[src/rtl/fetch_pkg.sv]
// fetch_pkg: shared types and constants for the instruction fetch buffer.
//   NOP_INST        - word shown on inst while the queue is empty
//   fetch_entry_t   - one queued {pc, inst} pair
//   FETCH_*         - default sizing and the matching counter widths
//   word_align()    - clears the two low address bits
package fetch_pkg;

  localparam logic [31:0] NOP_INST = 32'h0000_0013;

  localparam int FETCH_DEPTH   = 4;
  localparam int FETCH_MAX_OUT = 2;
  localparam int FETCH_CNT_W   = $clog2(FETCH_DEPTH) + 1;
  localparam int FETCH_OUT_W   = $clog2(FETCH_MAX_OUT) + 1;

  typedef struct packed {
    logic [31:0] pc;
    logic [31:0] inst;
  } fetch_entry_t;

  function automatic logic [31:0] word_align(input logic [31:0] a);
    return {a[31:2], 2'b00};
  endfunction

endpackage

[src/rtl/fetch_fifo.sv]
// fetch_fifo: synchronous FIFO of fetch_entry_t.
//   clk, reset    - rising-edge clock, synchronous active-high reset
//   push, data_in - enqueue one entry
//   pop           - dequeue the head (ignored while empty)
//   flush         - drop all entries; wins over push and pop
//   head          - current head entry (undefined while empty)
//   full, empty, count - occupancy
// Push and pop together are legal at full: the freed slot is the one
// written, and the head is read before the edge.
import fetch_pkg::*;

module fetch_fifo #(
  parameter  int DEPTH = FETCH_DEPTH,
  localparam int AW    = $clog2(DEPTH),
  localparam int CW    = AW + 1
) (
  input  logic         clk,
  input  logic         reset,
  input  logic         push,
  input  fetch_entry_t data_in,
  input  logic         pop,
  input  logic         flush,
  output fetch_entry_t head,
  output logic         full,
  output logic         empty,
  output logic [CW-1:0] count
);

  fetch_entry_t mem [DEPTH];
  logic [AW-1:0] wr_ptr, rd_ptr;
  logic do_push, do_pop;

  assign do_push = push && !flush;
  assign do_pop  = pop && !empty && !flush;

  assign full  = (count == CW'(DEPTH));
  assign empty = (count == '0);
  assign head  = mem[rd_ptr];

  always_ff @(posedge clk) begin
    if (reset || flush) begin
      wr_ptr <= '0;
      rd_ptr <= '0;
      count  <= '0;
    end else begin
      if (do_push) wr_ptr <= wr_ptr + AW'(1);
      if (do_pop)  rd_ptr <= rd_ptr + AW'(1);
      count <= count + CW'(do_push) - CW'(do_pop);
    end
  end

  // Storage needs no reset; pointers define what is valid.
  always_ff @(posedge clk) begin
    if (do_push) mem[wr_ptr] <= data_in;
  end

endmodule

[src/rtl/inst_fetch_buffer.sv]
// inst_fetch_buffer: prefetch queue between instruction memory and decode.
//   clk, reset        - rising-edge clock, synchronous active-high reset
//   req_valid/addr/ready - sequential word fetch requests to memory
//   rsp_valid, rsp_data  - in-order read data from memory
//   redirect_valid/pc    - control-flow redirect; flushes the queue
//   inst_valid, inst, inst_pc, inst_ready - head entry handshake to decode
// A request is only issued when a queue slot is already reserved for its
// response, so responses never need back-pressure. After a redirect,
// responses still in flight belong to the old path and are counted off
// by discard_cnt before any new response is accepted.
import fetch_pkg::*;

module inst_fetch_buffer #(
  parameter int          DEPTH    = FETCH_DEPTH,
  parameter int          MAX_OUT  = FETCH_MAX_OUT,
  parameter logic [31:0] RESET_PC = 32'h0000_0000
) (
  input  logic        clk,
  input  logic        reset,
  output logic        req_valid,
  output logic [31:0] req_addr,
  input  logic        req_ready,
  input  logic        rsp_valid,
  input  logic [31:0] rsp_data,
  input  logic        redirect_valid,
  input  logic [31:0] redirect_pc,
  output logic        inst_valid,
  output logic [31:0] inst,
  output logic [31:0] inst_pc,
  input  logic        inst_ready
);

  localparam int CW = $clog2(DEPTH) + 1;
  localparam int OW = $clog2(MAX_OUT) + 1;

  logic [31:0]   fetch_pc, rsp_pc, last_pc;
  logic [OW-1:0] outstanding, discard_cnt;
  logic          fire, rsp_drop, push, pop;
  logic          full, empty;
  logic [CW-1:0] count;
  fetch_entry_t  head, push_entry;

  // Credit rule: count + outstanding < DEPTH reserves a slot per request.
  assign req_valid = !reset && !redirect_valid &&
                     (outstanding < OW'(MAX_OUT)) &&
                     ((int'(count) + int'(outstanding)) < DEPTH);
  assign req_addr  = fetch_pc;
  assign fire      = req_valid && req_ready;

  // Redirect-cycle responses are stale as well as counted discards.
  assign rsp_drop  = rsp_valid && ((discard_cnt != '0) || redirect_valid);
  assign push      = rsp_valid && !rsp_drop;
  assign pop       = inst_ready && !redirect_valid;

  assign push_entry.pc   = rsp_pc;
  assign push_entry.inst = rsp_data;

  fetch_fifo #(.DEPTH(DEPTH)) u_fifo (
    .clk     (clk),
    .reset   (reset),
    .push    (push),
    .data_in (push_entry),
    .pop     (pop),
    .flush   (redirect_valid),
    .head    (head),
    .full    (full),
    .empty   (empty),
    .count   (count)
  );

  assign inst_valid = !empty;
  assign inst       = empty ? NOP_INST : head.inst;
  assign inst_pc    = empty ? last_pc  : head.pc;

  always_ff @(posedge clk) begin
    if (reset) begin
      fetch_pc    <= RESET_PC;
      rsp_pc      <= RESET_PC;
      last_pc     <= RESET_PC;
      outstanding <= '0;
      discard_cnt <= '0;
    end else begin
      outstanding <= outstanding + OW'(fire) - OW'(rsp_valid);
      // Keeps inst_pc stable once the queue runs dry.
      if (!empty) last_pc <= head.pc;
      if (redirect_valid) begin
        fetch_pc    <= word_align(redirect_pc);
        rsp_pc      <= word_align(redirect_pc);
        discard_cnt <= outstanding - OW'(rsp_valid);
      end else begin
        if (fire) fetch_pc <= fetch_pc + 32'd4;
        if (push) rsp_pc   <= rsp_pc + 32'd4;
        if (rsp_valid && (discard_cnt != '0)) discard_cnt <= discard_cnt - OW'(1);
      end
    end
  end

  a_no_overflow: assert property (@(posedge clk) disable iff (reset)
    !(push && full && !(pop && !empty)));

endmodule

[config.mk]
export PLATFORM = sky130hd
export DESIGN_NAME = inst_fetch_buffer
export DESIGN_NICKNAME = d
export VERILOG_FILES = /design/src/rtl/fetch_pkg.sv /design/src/rtl/fetch_fifo.sv /design/src/rtl/inst_fetch_buffer.sv
export SDC_FILE = /design/constraint.sdc
export NUM_CORES = 1
export LEC_CHECK = 0
export ABC_CLOCK_PERIOD_IN_PS = 3780
export BUFFER_PORTS_ARGS = -buffer_cell sky130_fd_sc_hd__buf_2
export CAP_MARGIN = 20
export CORE_MARGIN = 2
export CORE_UTILIZATION = 45
export DETAILED_ROUTE_END_ITERATION = 8
export PLACE_DENSITY = 0.63
export SYNTH_ARGS = -nofsm -noshare
export SYNTH_HDL_FRONTEND = slang
export SYNTH_SLANG_ARGS = --single-unit
[constraint.sdc]
create_clock -name clk -period 3.78 [get_ports clk]
set_input_delay 0.756 -clock clk [delete_from_list [all_inputs] [get_ports clk]]
set_output_delay 0.756 -clock clk [all_outputs]
set_load 0.02 [all_outputs]
* Word-level counts from Yosys, hierarchy flattened
Memory sizes are Yosys's and may differ from the RTL's. A register that Yosys moved wholly into a read port is not among the register bits.
Cells that the tools add are included.
** Cells by class
- Add/sub/neg operators :: 11
- Magnitude comparators :: 2
- Multiplexer cells :: 12
- Reduce and logical (&&, ||, !) cells :: 23
** Operators by type and width (count)
- $mux 32 :: 6
- $add 32x3->32 const B :: 2
- $logic_and 1x1->1 :: 11
- $mux 2 :: 4
- $reduce_bool 2->1 :: 4
- $add 2x1->2 const B :: 2
- $add 3x2->4 :: 1
- $logic_not 1->1 :: 4
- $lt 4x3->1 const B :: 1
- $sub 2x1->2 :: 2
- $add 3x1->3 :: 1
- $logic_not 3->1 :: 1
- $sub 3x1->3 :: 1
- $add 2x1->2 :: 1
- $logic_or 1x1->1 :: 2
- $lt 2x2->1 const B :: 1
- $mux 1 :: 2
- $reduce_or 2->1 :: 1
- $sub 2x1->2 const B :: 1
** Word-level totals
- Register bits :: 107
- Bits in writable memories :: 256
- Input bits :: 70
- Output and inout port bits :: 98
- Logic and storage cells :: 59
- Memories kept :: 1
** Memory list
- u_fifo.mem :: depth 4, width 64, read ports 1, clocked after memory_dff 1, write ports 1, RTL line fetch_fifo.sv:29 : fetch_entry_t mem [DEPTH];

* Depth between registers and ports, before layout
Gate-level depths: netlist (run 1).
- Depth after elaboration :: 8
- Depth in mapped cells :: 11
- Depth with buffers taken out :: 9

* Cells and area by module
Synthesis (run 1) repeated with hierarchy kept, for this count alone.
** Unflattened totals
- Cells, all modules :: 959
- Area, all modules :: 14891.8 µm²
** By module, submodules not included
- fetch_fifo :: times used 1, cells an instance 382, area each 9803.2 µm², seq. area each 7867.5 µm²
- inst_fetch_buffer :: times used 1, cells an instance 577, area each 5088.6 µm², seq. area each 1921.8 µm²

* Least setup slack after synthesis (run 1)
No wires, ideal clock.
- Path type :: input to register
- From :: input port redirect_valid
- To :: memory u_fifo.mem[0][0] (netlist bit) (enable)
- Setup time :: 427 ps
- Arrival :: 2639 ps
- Required time :: 3353 ps
- Path slack :: 715 ps
- Cell stages on the path :: 3
- Buffers on the path :: 1
- Cells stage by stage :: clkbuf_1 nor2_1 and2_1
** Between the ends
- Word-level cells in the longest chain between the ends :: 7
- Elaborated cells on any way between the ends :: 8
- Classes of those cells :: 2 x mux; 6 x reduce/logical
** Ends and longest elaborated chain
- from (decl) :: RTL line inst_fetch_buffer.sv:25 : input logic redirect_valid,
- $logic_or 1x1->1 :: RTL line inst_fetch_buffer.sv:51 : assign rsp_drop = rsp_valid && ((discard_cnt != '0) || redirect_valid);
- $logic_and 1x1->1 :: RTL line inst_fetch_buffer.sv:51
- $logic_not 1->1 :: RTL line inst_fetch_buffer.sv:52 : assign push = rsp_valid && !rsp_drop;
- $logic_and 1x1->1 :: RTL line inst_fetch_buffer.sv:52
- $logic_and 1x1->1 (*) :: RTL line fetch_fifo.sv:33 : assign do_push = push && !flush;
- via u_fifo.do_push :: RTL line fetch_fifo.sv:31 : logic do_push, do_pop;
- $mux 1 (*) :: RTL line fetch_fifo.sv:54 : if (do_push) mem[wr_ptr] <= data_in;
- $mux 1 (implied by the code) (*) :: RTL line fetch_fifo.sv:54
- to (decl) :: RTL line fetch_fifo.sv:29
Mark *: on every way through the listed nets, which the timed path passes. The rest lies on a longest branch.

==> run summary, run 1 <==
P&R area growth vs syn: 18.2%
Post-synth ARST share: 0%
FF+latch count, synth: 353
Vias: 8506
gpl congestion: 0.796
Worst slew margin: 29.8%
CTS tree: built
dpl ws: 926 ps
CP Buf/Inv Count: 2
Hold Path Class: in -> reg
All-Layer GR Usage: 18.5%
DR iter-0 viols: 628
die area: 33600 µm²
Reg power frac: 50.1%
WS Path Type: reg -> out
clock-pin slew on the worst setup and hold paths: 60 ps
Post-synth top flop: edfxtp_1
Placed Instances: 1498
htree depth: 2
fraction of layout cells with a size suffix above 1: 31.6%
hold buffer count at cts: 0
mean routed wirelength per cell: 19.7 µm
LEAKAGE: 6.12 nW
cell breakdown of the critical path: buf_4, mux4_2, mux2_2, buf_2
Cells after Synth: 967
Die X-Extent: 183 µm
clock tree sinks: 353
FF+latch area: 9550 µm²
yosys warns: 0
router iterations before antenna repair: 5
clk buf depth: 3
Critical Path AT: 2480 ps
post-synthesis sequential area ratio: 66.1%
Post-CTS Setup Repair Bufs: 0
number of antenna violations at the first check in global routing: 1
VDD IR-drop max: 0.285 mV
TNS Setup: 0 ps
clk_lat worst skew: 520 ps
Inserted Clock Buffers: 39
Final Hold Viols: 0
max incr delay on CP: 650 ps
fillers: 2624
Net Sw Frac: 22.2%
routed wire length: 30.9 mm
nets: 1221
CTS root buffer: clkbuf_16
Via density: 5.41
EDFF count, synth: 248
antenna viol nets, final: 0
largest net degree at the start of global routing: 64
Post-Layout Cell Count: 1571
max_cap viols: 0
crit share post-route: 85.5%
P_int: 6.77 mW
core area: 31600 µm²
Clock power frac: 42.9%
Setup Skew: 23.2 ps
# setup viols final: 0
crit path max fanout: 20
post-detail-place hpwl: 19.3 mm
Worst Slack Setup Final: 548 ps
# rows: 65
synthesized area: 14500 µm²
pwr/cell area: 510 nW/µm²
number of distinct library cells after synthesis: 59
# DRC: 0
Worst Setup Start Kind: flip-flop
Worst-Margin Slew: 1040 ps
die height: 183 µm
first-pass GRT wire length: 47.9 mm
status: finished, final reports clean
Max Fclk: 309 MHz
number of global-route vias before repair: 8504
Worst Path Required: 3020 ps
global route overflow: 0
I/O pins: 168
CP max stage cell: dfxtp_4
fin. max-slew vios: 0
Comb pwr share: 7.0%
initial core utilization: 45.8%
mean area per synthesized cell: 14.9 µm²
post_cts resized: 0
switching power: 1.94 mW
area occupied by multi-input gates: 4550 µm²
critical path's top delay family: multiplexers
CP endpoint kind: primary output
I/O Buffers: 163
crit path time final: 3230 ps
RSZ-0062 raised after global routing: false
==> cell families after synthesis <==
family | share of synthesized area, %
compound gates | 4.62
xor+xnor | 2.54
fa+ha+maj | 1.26
buf+inv | 2.54
flops | 66.1
mux | 12.7
other cells | 0.0259
simple gates | 10.2
==> final timing paths <==
kind | start | to | slack (ps) | depth (start not counted)
worst min register to register | u_fifo.wr_ptr[1]$_SDFFE_PP0N_ | u_fifo.wr_ptr[1]$_SDFFE_PP0N_ | 500 | 2
worst max-delay path | flip-flop | inst_pc[17] | 550 | 4
worst min-delay path | rsp_data[9] | u_fifo.mem[1][9]$_DFFE_PP_ | 450 | 1
worst max register to register | u_fifo.count[1]$_SDFF_PP0_ | req_addr[29]$_SDFFE_PP0P_ | 1230 | 7
==> sequential cells by signal (all words and copies together), names as in the netlist, named ones only <==
name / cells
u_fifo.mem: 248
last_pc: 32
req_addr: 30
rsp_pc: 30
u_fifo.count: 3
discard_cnt: 2
outstanding: 2
u_fifo.rd_ptr: 2
u_fifo.wr_ptr: 2
==> stage by stage <==
| stage | cell area [µm²] | total power [mW] | utilization (%) | hold WS (ps) |
|---|---|---|---|---|
| 2_1_floorplan | 14500 | 4.82 | - | 460 |
| 3_3_place_gp | 15800 | 5.05 | 50.0 | 486 |
| 3_5_place_dp | 15800 | 5.06 | 50.0 | 492 |
| 4_1_cts | 17100 | 8.79 | 54.1 | 427 |
| 5_1_grt | 17100 | 9.03 | 54.1 | 432 |
| 6_report | 17100 | 8.71 | 54.1 | 448 |
==> Yosys cell counts (3+ instances only) <==
master | instances | area (µm²)
o211ai_1 | 3 | 22.5
and3_1 | 8 | 50.1
dfxtp_1 | 105 | 2100
inv_1 | 31 | 116
or3_1 | 7 | 43.8
o21ai_0 | 10 | 50.1
a31oi_1 | 14 | 87.6
xor2_1 | 12 | 105
o311ai_0 | 3 | 26.3
mux4_2 | 62 | 1400
nor2b_1 | 33 | 206
nor2_1 | 51 | 191
ha_1 | 13 | 163
nand3_1 | 24 | 120
o21bai_1 | 3 | 22.5
a21boi_0 | 16 | 120
or2_2 | 6 | 37.5
buf_4 | 3 | 22.5
mux2i_1 | 6 | 60.1
a21oi_1 | 26 | 130
nor3_1 | 9 | 45.0
buf_1 | 6 | 22.5
a211oi_1 | 11 | 82.6
or4_1 | 3 | 22.5
a311oi_1 | 3 | 26.3
mux2_2 | 34 | 383
nand2_1 | 47 | 176
and4_1 | 4 | 35.0
edfxtp_1 | 248 | 7450
nor3_2 | 5 | 50.1
nand4_1 | 16 | 100
buf_2 | 11 | 55.1
xnor2_1 | 30 | 263
and2_1 | 40 | 250
clkbuf_1 | 33 | 124
nor4_1 | 4 | 25.0
==> metal layers <==
layer  share of wire (%)  global-route usage (%)
met5                   0                       0
met2                  48                    30.3
met3                 5.4                    3.38
met1                  45                    25.5
met4                 2.1                    5.34
==> worst reg2reg max path, stage by stage (launching register included) <==
cell	delay, ps
dfxtp_1	410
ha_1	270
a311oi_2	270
and3_1	210
buf_4	230
nand2_1	310
or4_1	610
a31oi_1	170
==> final cells by class <==
cell class	count	area share, %
Antenna cell	1	0.0146
Clock buffer	54	6.69
Clock inverter	18	0.915
Inverter	32	0.703
Multi-Input combinational cell	528	26.6
Sequential cell	353	55.9
Tap cell	402	2.94
Timing Repair Buffer	183	6.18
==> cell usage in the layout (no fill, tap or decap), types with 24 or more instances in the layout <==
cell type  count
a21oi_1       26
and2_1        36
buf_2        162
clkbuf_16     40
dfxtp_1      103
edfxtp_1     248
inv_1         30
mux2_2        34
mux4_2        62
nand2_1       47
nand3_1       24
nor2_1        51
nor2b_1       33
xnor2_1       30
==> power by group through the flow <==
stage	clock, mW	sequential, mW	combinational, mW
after floorplan	0	4.44	0.378
after global placement	0	4.44	0.609
after detailed placement	0	4.44	0.615
after CTS	3.81	4.36	0.619
after global routing	3.98	4.38	0.667
final	3.74	4.36	0.609
No activity file was read; power rests on OpenSTA's default activity.
==> run 2: changes to the inputs <==
SYNTH_HIERARCHICAL = 1   (was not set)
==> run summary, run 2 <==
crit path time final: 3220 ps (-13.1 ps)
Max Fclk: 311 MHz (+0.41%)
max reg flops: 256 (+3.2%)
TNS Setup: 0 ps (unchanged)
htree depth: 2 (unchanged)
Critical Path AT: 2460 ps (-20 ps)
die area: 34500 µm² (+2.9%)
mean routed wirelength per cell: 18.3 µm (-7.1%)
yosys warns: 6 (+6)
Largest regs: u_fifo/mem (256), last_pc (32)
max_cap viols: 0 (unchanged)
crit share post-route: 85.2% (-0.35 points)
CP endpoint kind: primary output
number of global-route vias before repair: 8468 (-0.42%)
post_cts resized: 0 (unchanged)
Placed Instances: 1535 (+2.5%)
DR iter-0 viols: 517 (-18%)
Setup Skew: 18.2 ps (-4.95 ps)
Worst Path Required: 3020 ps (about the same)
router iterations before antenna repair: 5 (unchanged)
hold buffer count at cts: 0 (unchanged)
commonest cells after routing, fill and taps aside: 256 x edfxtp_1, 163 x buf_2, 103 x dfxtp_1, 64 x nor2b_1, 60 x mux4_2
Die X-Extent: 186 µm (+1.4%)
I/O Buffers: 163 (unchanged)
Hold Path Class: in -> reg
fillers: 2793 (+6.4%)
VDD IR-drop max: 0.260 mV (-8.8%)
LEAKAGE: 6.20 nW (+1.2%)
antenna cells: 0 (-1)
I/O pins: 168 (unchanged)
clock-pin slew on the worst setup and hold paths: 60 ps (about the same)
antenna viol nets, final: 0 (unchanged)
status: finished, final reports clean
clk buf depth: 3 (unchanged)
crit path max fanout: 37 (+85%)
largest net degree at the start of global routing: 68 (+6.3%)
die height: 186 µm (+1.4%)
Post-CTS Setup Repair Bufs: 0 (unchanged)
most flop-heavy register: u_fifo/mem
first-pass GRT wire length: 45.8 mm (-4.4%)
gpl congestion: 0.852 (+6.9%)
Via density: 5.26 (-2.9%)
number of antenna violations at the first check in global routing: 0 (-1)
# setup viols final: 0 (unchanged)
P&R area growth vs syn: 16.9%
pwr/cell area: 493 nW/µm² (-3.4%)
# DRC: 0 (unchanged)
synthesized area: 14900 µm² (+3.0%)
clk_lat worst skew: 520 ps (about the same)
fin. max-slew vios: 0 (unchanged)
CTS root buffer: clkbuf_16
Inserted Clock Buffers: 38 (-2.6%)
All-Layer GR Usage: 17.2% (-1.3 points)
most common cell after layout, fill and taps aside: edfxtp_1
nets: 1217 (-0.33%)
dpl ws: 743 ps (-183 ps)
core area: 32500 µm² (+3.1%)
clock tree sinks: 361 (+2.3%)
Worst Slack Setup Final: 561 ps (+13.1 ps)
Cells after Synth: 958 (-0.93%)
Worst Setup Start Kind: flip-flop
Worst slew margin: 38.8% (+9.0 points)
CTS tree: built
routed wire length: 29.3 mm (-5.1%)
Vias: 8440 (-0.78%)
Post-Layout Cell Count: 1605 (+2.2%)
# rows: 66 (+1.5%)
WS Path Type: reg -> out
Worst-Margin Slew: 918 ps (-126 ps)
final design utilization: 53.5% (-0.65 points)
post-detail-place hpwl: 17.8 mm (-7.9%)
fraction of layout cells with a size suffix above 1: 29.5% (-2.1 points)
global route overflow: 0 (unchanged)
RSZ-0062 raised after global routing: false
initial core utilization: 45.7% (-0.062 points)
Final Hold Viols: 0 (unchanged)
mean area per synthesized cell: 15.5 µm² (+3.9%)
==> run 2: layer usage <==
metal | share of wire (%) | GRT usage [%]
met5 | 0 | 0
met3 | 6.5 | 3.56
met4 | 1.7 | 4.54
met2 | 47 | 28.2
met1 | 45 | 23.5
==> run 2: where the power goes <==
part | switching (mW) | internal (mW) | total [mW] | leakage [nW]
registers | 0.0999 | 4.33 | 4.43 | 3.19
logic | 0.251 | 0.187 | 0.437 | 2.40
clock network | 1.45 | 2.26 | 3.71 | 0.607
==> run 2: final cells by class <==
| type | instances | area, µm² | share of cell area, % |
|---|---|---|---|
| Clock inverter | 16 | 180 | 1.04 |
| Sequential cell | 361 | 9790 | 56.3 |
| Timing Repair Buffer | 175 | 993 | 5.71 |
| Clock buffer | 54 | 1070 | 6.18 |
| Multi-Input combinational cell | 508 | 4620 | 26.6 |
| Inverter | 49 | 184 | 1.06 |
| Tap cell | 442 | 553 | 3.18 |
==> run 2: metrics by stage <==
stage / cell area, µm² / hold slack [ps] / total power [mW]
floorplan: 14900 / 460 / 4.78
global placement: 16100 / 530 / 4.94
detailed placement: 16100 / 540 / 4.95
CTS: 17400 / 433 / 8.68
global route: 17400 / 439 / 8.90
finish: 17400 / 459 / 8.57
==> run 2: worst paths after layout <==
kind,from,end,slack [ps],depth (start not counted)
max,flip-flop,inst_pc[27],560,4
min,rsp_data[6],u_fifo/mem[3][6]$_DFFE_PP_,460,1
max reg2reg,discard_cnt[0]$_SDFFE_PP0P_,u_fifo/count[2]$_SDFF_PP0_,1120,13
min reg2reg,rsp_pc[31]$_SDFFE_PP0P_,u_fifo/mem[0][63]$_DFFE_PP_,550,0
==> run 2: critical path, stage by stage, from the launching register on <==
cell and delay [ps]:
dfxtp_4 550, buf_12 340, mux4_1 590, mux2_2 280, buf_2 170
==> run 3: changes to the inputs <==
ABC_CLOCK_PERIOD_IN_PS = 2800   (was 3780)
PLACE_DENSITY = 0.65   (was 0.63)
clock period = 2.8 ns   (was 3.78 ns; I/O delays follow)
==> run summary, run 3 (synthesis gave the netlist of run 2 again) <==
Worst slew margin: 56.5% (+18 points)
clk buf depth: 3 (unchanged)
number of antenna violations at the first check in global routing: 0 (unchanged)
Max Fclk: 364 MHz
cell breakdown of the critical path: buf_6, buf_4, mux4_1, mux2_2, buf_2
FF+latch area: 9790 µm² (unchanged)
Worst Path Required: 2240 ps (-780 ps)
final design utilization: 54.0% (+0.53 points)
fraction of layout cells with a size suffix above 1: 30.9% (+1.4 points)
nets: 1237 (+1.6%)
router iterations before antenna repair: 5 (unchanged)
# DRC: 0 (unchanged)
number of global-route vias before repair: 8343 (-1.5%)
# rows: 66 (unchanged)
largest net degree at the start of global routing: 66 (-2.9%)
LEAKAGE: 6.30 nW (+1.7%)
Final Hold Viols: 0 (unchanged)
R2R Setup Slk: 430 ps (-690 ps)
hold buffer count at cts: 0 (unchanged)
global route overflow: 0 (unchanged)
I/O Buffers: 163 (unchanged)
Largest regs: u_fifo/mem (256), last_pc (32)
Inserted Clock Buffers: 39 (+2.6%)
crit share post-route: 98.2%
WS Path Type: reg -> out
fillers: 2728 (-2.3%)
htree depth: 2 (unchanged)
FF-to-FF Start: u_fifo/count[1]$_SDFF_PP0_
commonest cells after routing, fill and taps aside: 256 x edfxtp_1, 163 x buf_2, 103 x dfxtp_1, 64 x nor2b_1, 60 x mux4_2
pwr/cell area: 650 nW/µm² (+32%)
P&R area growth vs syn: 18.1%
area occupied by multi-input gates: 4620 µm² (unchanged)
Worst Setup Start Kind: flip-flop
TNS Setup: 0 ps (unchanged)
Hold Path Class: in -> reg
clock tree sinks: 361 (unchanged)
initial core utilization: 45.7% (unchanged)
die height: 186 µm (unchanged)
# setup viols final: 0 (unchanged)
VDD IR-drop max: 0.497 mV (+91%)
Vias: 8510 (+0.83%)
most common cell after layout, fill and taps aside: edfxtp_1
post-detail-place hpwl: 17.8 mm (+0.25%)
Worst-Margin Slew: 652 ps (-265 ps)
DR iter-0 viols: 554 (+7.2%)
max_cap viols: 0 (unchanged)
Placed Instances: 1545 (+0.65%)
clk_lat worst skew: 530 ps (about the same)
Critical Path AT: 2190 ps (-270 ps)
gpl congestion: 0.846 (-0.68%)
CTS tree: built
crit path max fanout: 6 (-84%)
first-pass GRT wire length: 45.4 mm (-0.86%)
mean routed wirelength per cell: 18.1 µm (-1.2%)
CTS root buffer: clkbuf_16
Setup Skew: 18.3 ps (+0.0824 ps)
Via density: 5.23 (-0.47%)
max reg flops: 256 (unchanged)
antenna viol nets, final: 0 (unchanged)
Critical Path Sink: inst_pc[31]
CP endpoint kind: primary output
most flop-heavy register: u_fifo/mem
status: finished, final reports clean
max incr delay on CP: 530 ps (-60 ps)
crit path time final: 2750 ps
core area: 32500 µm² (unchanged)
RSZ-0062 raised after global routing: true
fin. max-slew vios: 0 (unchanged)
Post-Layout Cell Count: 1626 (+1.3%)
Reg2Reg Depth: 6 (-7)
die area: 34500 µm² (unchanged)
Worst Hold Slack: 250 ps (-208 ps)
Die X-Extent: 186 µm (unchanged)
I/O pins: 168 (unchanged)
RR Endpoint: req_addr[29]$_SDFFE_PP0P_
CP max stage cell: mux4_1
routed wire length: 29.4 mm (+0.13%)
All-Layer GR Usage: 17.0% (-0.23 points)
clock-pin slew on the worst setup and hold paths: 60 ps (about the same)
run 3: changes by cell type in the layout (fill, tap and decap cells not counted), sizes merged:
cell | before | now
buf | 175 | 193
bufinv | 4 | 1
clkbuf | 54 | 56
clkinv | 10 | 12
diode | 0 | 1
inv | 49 | 50
run 3: worst min path at each step:
stage | startpoint | end | slack (ps) | cells past startpoint
global placement | rsp_pc[31]$_SDFFE_PP0P_ | u_fifo/mem[1][63]$_DFFE_PP_ | 520 | 0
floorplan | rsp_pc[31]$_SDFFE_PP0P_ | u_fifo/mem[0][63]$_DFFE_PP_ | 460 | 0
finish | rsp_data[10] | u_fifo/mem[1][10]$_DFFE_PP_ | 250 | 1
CTS | rsp_data[18] | u_fifo/mem[2][18]$_DFFE_PP_ | 220 | 1
detailed placement | rsp_pc[22]$_SDFFE_PP0P_ | u_fifo/mem[3][54]$_DFFE_PP_ | 540 | 0
global route | rsp_data[5] | u_fifo/mem[1][5]$_DFFE_PP_ | 240 | 1
run 3: critical path, delay by kind of cell (launching register included):
family | cells | cell delay [ps]
muxes | 2 | 810
buffers and inverters | 3 | 440
DFF | 1 | 430
run 3: report_power, final:
| group | switching [mW] | internal (mW) |
|---|---|---|
| Combinational | 0.339 | 0.260 |
| Clock | 2.01 | 2.84 |
| Sequential | 0.134 | 5.84 |
| Total | 2.48 | 8.94 |
run 3: area by class of cell:
type / count / share of cell area, %
inverter: 49 / 1.05
multi-input combinational: 508 / 26.3
clock inverter: 16 / 0.712
tap: 442 / 3.15
sequential: 361 / 55.7
timing repair buffer: 194 / 6.80
antenna: 1 / 0.0142
clock buffer: 55 / 6.24
run 3: per-stage QoR:
stage	power, mW	instance area [µm²]	setup WS [ps]
after CTS	11.6	17500	16.8
after floorplan	6.45	14900	110
after detailed placement	6.69	16300	308
final	11.4	17600	49.6
after global placement	6.67	16300	303
after global routing	11.8	17600	-23.8
run 3: layer usage:
metal	vias up	routed length (µm)	global-route usage, %
met4	0	577	4.79
met1	4178	13300	23.4
met5	-	0	0
met3	42	2030	3.40
li1	4017	-	-
met2	273	13500	27.6
run 3: repair_timing:
item | 4_1_cts | 5_1_grt
pin swaps | 0 | 0
gates resized for setup | 0 | 4
gates cloned | 0 | 0
buffers inserted | 3 | 7
endpoints found under the setup margin | 44 | 21
